$ cat src/rtl/counter60_down.sv
`default_nettype none
// ============================================================================
// Module      : counter60_down
// Description : BCD mod-60 countdown timer. It stops at 00 and raises done, or
//               it reloads and pulses bout for cascading into a minutes stage.
// Revision    : 1.0 - initial release
// ============================================================================
module counter60_down #(
    parameter bit AUTO_RELOAD = 1'b0
) (
    input  logic       clk,
    input  logic       rst,
    input  logic       EN,
    input  logic       load,
    input  logic [7:0] load_val,
    input  logic       start,
    input  logic       stop,
    output logic [7:0] cnt,
    output logic       bout,
    output logic       busy,
    output logic       done,
    output logic       load_err
);

    localparam logic [7:0] c_ZERO        = 8'h00;
    localparam logic [7:0] c_ONE         = 8'h01;
    localparam logic [7:0] c_RELOAD_INIT = 8'h59;

    typedef enum logic [1:0] {
        ST_IDLE  = 2'd0,
        ST_RUN   = 2'd1,
        ST_PAUSE = 2'd2,
        ST_DONE  = 2'd3
    } state_t;

    state_t     r_state;
    state_t     w_state_nxt;
    logic [7:0] r_cnt;
    logic [7:0] w_cnt_nxt;
    logic [7:0] r_reload;
    logic [7:0] w_reload_nxt;
    logic       r_bout;
    logic       w_bout_nxt;
    logic       r_busy;
    logic       r_done;
    logic       r_load_err;
    logic       w_load_err_nxt;
    logic       w_load_ok;
    logic [7:0] w_cnt_dec;

    assign w_load_ok = (load_val[3:0] <= 4'd9) && (load_val[7:4] <= 4'd5);

    // Units underflow wraps to 9 and borrows from the tens digit.
    assign w_cnt_dec = (r_cnt[3:0] != 4'd0) ? {r_cnt[7:4], r_cnt[3:0] - 4'd1}
                                            : {r_cnt[7:4] - 4'd1, 4'd9};

    always_comb begin
        w_state_nxt    = r_state;
        w_cnt_nxt      = r_cnt;
        w_reload_nxt   = r_reload;
        w_bout_nxt     = 1'b0;
        w_load_err_nxt = 1'b0;

        if (load && (r_state != ST_RUN)) begin
            if (w_load_ok) begin
                w_cnt_nxt    = load_val;
                w_reload_nxt = load_val;
                w_state_nxt  = ST_IDLE;
            end else begin
                w_load_err_nxt = 1'b1;
            end
        end else begin
            case (r_state)
                ST_IDLE: begin
                    if (start && ((r_cnt != c_ZERO) || AUTO_RELOAD)) begin
                        w_state_nxt = ST_RUN;
                    end
                end
                ST_RUN: begin
                    // start outranks stop, so start+stop keeps counting
                    if (stop && !start) begin
                        w_state_nxt = ST_PAUSE;
                    end else if (EN) begin
                        if (r_cnt == c_ZERO) begin
                            if (AUTO_RELOAD) begin
                                w_cnt_nxt  = r_reload;
                                w_bout_nxt = 1'b1;
                            end else begin
                                w_state_nxt = ST_DONE;
                            end
                        end else if ((r_cnt == c_ONE) && !AUTO_RELOAD) begin
                            w_cnt_nxt   = c_ZERO;
                            w_bout_nxt  = 1'b1;
                            w_state_nxt = ST_DONE;
                        end else begin
                            w_cnt_nxt = w_cnt_dec;
                        end
                    end
                end
                ST_PAUSE: begin
                    if (start) begin
                        w_state_nxt = ST_RUN;
                    end
                end
                ST_DONE: begin
                    if (start) begin
                        w_cnt_nxt   = r_reload;
                        w_state_nxt = (r_reload == c_ZERO) ? ST_DONE : ST_RUN;
                    end
                end
                default: begin
                    w_state_nxt = ST_IDLE;
                end
            endcase
        end
    end

    always_ff @(posedge clk) begin
        if (rst) begin
            r_state    <= ST_IDLE;
            r_cnt      <= c_ZERO;
            r_reload   <= c_RELOAD_INIT;
            r_bout     <= 1'b0;
            r_busy     <= 1'b0;
            r_done     <= 1'b0;
            r_load_err <= 1'b0;
        end else begin
            r_state    <= w_state_nxt;
            r_cnt      <= w_cnt_nxt;
            r_reload   <= w_reload_nxt;
            r_bout     <= w_bout_nxt;
            r_busy     <= (w_state_nxt == ST_RUN) || (w_state_nxt == ST_PAUSE);
            r_done     <= (w_state_nxt == ST_DONE);
            r_load_err <= w_load_err_nxt;
        end
    end

    assign cnt      = r_cnt;
    assign bout     = r_bout;
    assign busy     = r_busy;
    assign done     = r_done;
    assign load_err = r_load_err;

endmodule
`default_nettype wire
$ cat config.mk
export PLATFORM = sky130hd
export DESIGN_NAME = counter60_down
export DESIGN_NICKNAME = d
export VERILOG_FILES = /design/src/rtl/counter60_down.sv
export SDC_FILE = /design/constraint.sdc
export NUM_CORES = 1
export LEC_CHECK = 0
export ABC_AREA = 1
export CAP_MARGIN = 5
export CORE_MARGIN = 2
export CORE_UTILIZATION = 30
export DETAILED_ROUTE_END_ITERATION = 8
export PLACE_DENSITY = 0.53
export REMOVE_ABC_BUFFERS = 1
export SYNTH_ARGS = -nofsm -noshare
export SYNTH_HDL_FRONTEND = slang
export SYNTH_SLANG_ARGS = --single-unit
$ cat constraint.sdc
create_clock -name clk -period 1.7 [get_ports clk]
set_input_delay 0.34 -clock clk [delete_from_list [all_inputs] [get_ports clk]]
set_output_delay 0.34 -clock clk [all_outputs]
set_load 0.1 [all_outputs]
==> impl_metrics.py, run 1 <==
metrics = {
    "outcome": {
        "status": "complete, no violations",
    },
    "timing": {
        "report.final.slew_viol_count": 0,
        "tightest_slew_ns": 0.443,
        "rsz0062_at_grt": "yes",
        "whs_ns": 0.482,
        "hold_viol": 0,
        "setup_viol": 0,
        "maxSlewHeadroom": 0.704,
        "fin_ws_ns": 0.0806,
        "fmax_mhz": 618,
        "finalClockSkew_ns": 0.00211,
        "min_period_ns": 1.62,
        "fin_crit_sh": 0.953,
    },
    "drt": {
        "totalWireLength_mm": 3.89,
        "drt_iter0_markers": 52,
        "maxUsedRoutingLayer": "met4",
        "dr_wl_met2_mm": 1.83,
        "ant_nets": 0,
        "avgRoutedWirePerCell_um": 11.3,
        "viasPerCell": 4.43,
        "drc": 0,
        "drt-met1-wl_mm": 1.89,
        "first_pass_iters": 4,
        "dr_total_vias": 1529,
        "wl_met3_um": 114,
    },
    "clock_network": {
        "cts_buffers": 3,
        "clock_sinks": 22,
        "cts_tree": "done",
        "cts_hold_buf": 0,
        "clkTransAtPathRegs_ns": 0.08,
        "htreeDepth": 1,
        "root_buffer": "clkbuf_8",
        "insertion_delay_ns": 0.27,
        "cts_buffer_depth": 2,
    },
    "finish": {
        "insertedDiodeCount": 0,
        "area_growth_pct": 64.0,
        "drive_above_1_share": 0.361,
        "fill_cells": 458,
        "fin_area_um2": 2320,
        "layout_common_cells": "60 x nand2_1, 35 x buf_4, 31 x nor2_1",
        "layout.nets": 310,
        "layout_commonest_cell": "nand2_1",
    },
    "grt": {
        "grt_usage": 0.158,
        "grt_start_max_net_pins": 13,
        "grt_pass1_wl_mm": 6.56,
        "antenna_found_initial": 0,
        "grt_pass1_vias": 1436,
        "grt-ovfl-total": 0,
    },
    "setup_path": {
        "cp.arrival_ns": 1.83,
        "slowest_stage": "dfxtp_2",
        "startpoint_type": "register",
        "path_class": "reg2reg",
        "worstSetupStartpoint": "cnt[4]",
        "cp-end-kind": "register",
        "cp_slowest_stage_delay_ns": 0.33,
        "crit_chain": "inv_2 > ha_4 > nand3_2 > nor2_4 > buf_4 > nand2_1 > nand2_1 > nor2_1 > buf_4 > buf_4 > nand3_1 > nand2_1 > nor2_1",
        "timing.rr.start": "cnt[4]",
        "cp_max_fo": 3,
        "crit_required_ns": 1.91,
    },
    "yosys": {
        "synth_cell_types": 24,
        "ys_seq_area_frac": 0.311,
        "syn_inst": 226,
        "synth_area_um2": 1420,
        "yosys_register_bits": 22,
        "syn_avg_cell_area_um2": 6.27,
        "yosys_warnings": 0,
    },
    "placement": {
        "gp_congestion": 0.822,
        "preCtsSetupSlack_ns": -0.187,
        "io_buffers": 25,
        "dp_hpwl_mm": 2.95,
        "place_area_um2": 2090,
    },
    "floorplan": {
        "io_pins": 26,
        "die_w_um": 72.7,
        "dieArea_um2": 5290,
        "start_util": 0.306,
        "rows": 25,
        "fp.dieH_um": 72.7,
        "core_um2": 4630,
    },
    "pwr": {
        "ir_worst_vdd_mv": 0.514,
        "p_leak_nw": 1.16,
        "cellPowerDensity_nw_per_um2": 1070,
        "totalPowerFinal_mw": 2.48,
    },
    "worst_hold_path": {
        "hold_start": "r_reload[5]",
        "hp-class": "reg2reg",
    },
    "flow_run": {
        "cap_viol_max_count": 0,
    },
}
==> worst max-delay path: cells and delay by family, from the launching register on <==
family        cells  cell delay (ns)
fa+ha+maj         1             0.16
buf+inv           4             0.46
flops             1             0.33
simple gates      8             0.61
==> logic make-up after synthesis <==
group                      count (synthesis)  synth area share
xor gates and xnor gates                   1           0.00618
adders and majority gates                  4            0.0353
AOI/OAI and AO/OA                         32             0.122
buffers and inverters                     34             0.101
and+or+nand+nor                          133             0.425
DFF                                       22             0.311
==> layer usage <==
layer | vias up | global-route usage
met5 | - | 0
met4 | 0 | 0.0494
met3 | 5 | 0.0207
met2 | 27 | 0.265
met1 | 661 | 0.210
li1 | 836 | -
==> layout make-up <==
type / instances / area (um2) / share of cell area
Clock buffer: 4 / 55.1 / 0.0237
Inverter: 32 / 129 / 0.0554
Multi-Input combinational cell: 170 / 951 / 0.409
Sequential cell: 22 / 450 / 0.194
Tap cell: 54 / 67.6 / 0.0291
Timing Repair Buffer: 63 / 672 / 0.289
==> synth_stat cells (all sizes together) <==
master	number	share of area
nand2	76	0.24
nor2	40	0.12
inv	31	0.087
dfxtp	22	0.31
a21oi	14	0.049
nand3	13	0.049
o21ai	13	0.046
ha	4	0.035
o211ai	4	0.021
nor3	2	0.0071
or2	2	0.0088
a211oi	1	0.0053
buf	1	0.0079
clkbuf	1	0.0026
clkinv	1	0.0035
xor2	1	0.0062
==> state kept, by name (all words and copies together) (netlist names) <==
| signal | count |
|---|---|
| load_err | 1 |
| bout | 1 |
| r_reload | 8 |
| r_state | 2 |
| cnt | 8 |
| done | 1 |
| busy | 1 |
==> report_power, final <==
group          internal [mW]  switching, mW
sequential             0.576         0.0556
combinational          0.621          0.830
clock                  0.207          0.189
total                   1.40           1.07
==> stage by stage <==
step,utilization,std cells,TNS [ns]
after floorplan,-,224,-6.21
after global placement,0.451,336,-1.68
after detailed placement,0.451,336,-1.85
after CTS,0.471,342,0
after global routing,0.502,345,-0.121
final,0.502,345,0
==> what timing repair did <==
action	CTS	global route
pin swaps	5	17
buffers inserted	2	3
endpoints found under the setup margin	1	11
gates resized for setup	10	39
==> final timing paths <==
kind | end | slack [ns] | cells past startpoint
worst min-delay path | r_reload[5] | 0.48 | 2
worst max register to register | cnt[5] | 0.08 | 13
worst max-delay path | cnt[5] | 0.08 | 13
worst min register to register | r_reload[5] | 0.48 | 2
Power figures use the tool's default switching activity.
==> inputs of run 2 (changes only) <==
--- a/config.mk
+++ b/config.mk
@@ -6,7 +6,7 @@
 export NUM_CORES = 1
 export LEC_CHECK = 0
 export ABC_AREA = 1
-export CAP_MARGIN = 5
+export CAP_MARGIN = 40
 export CORE_MARGIN = 2
 export CORE_UTILIZATION = 30
 export DETAILED_ROUTE_END_ITERATION = 8
==> results of run 2 <==
The final DEF is identical to that of run 1; final timing and power are the same.
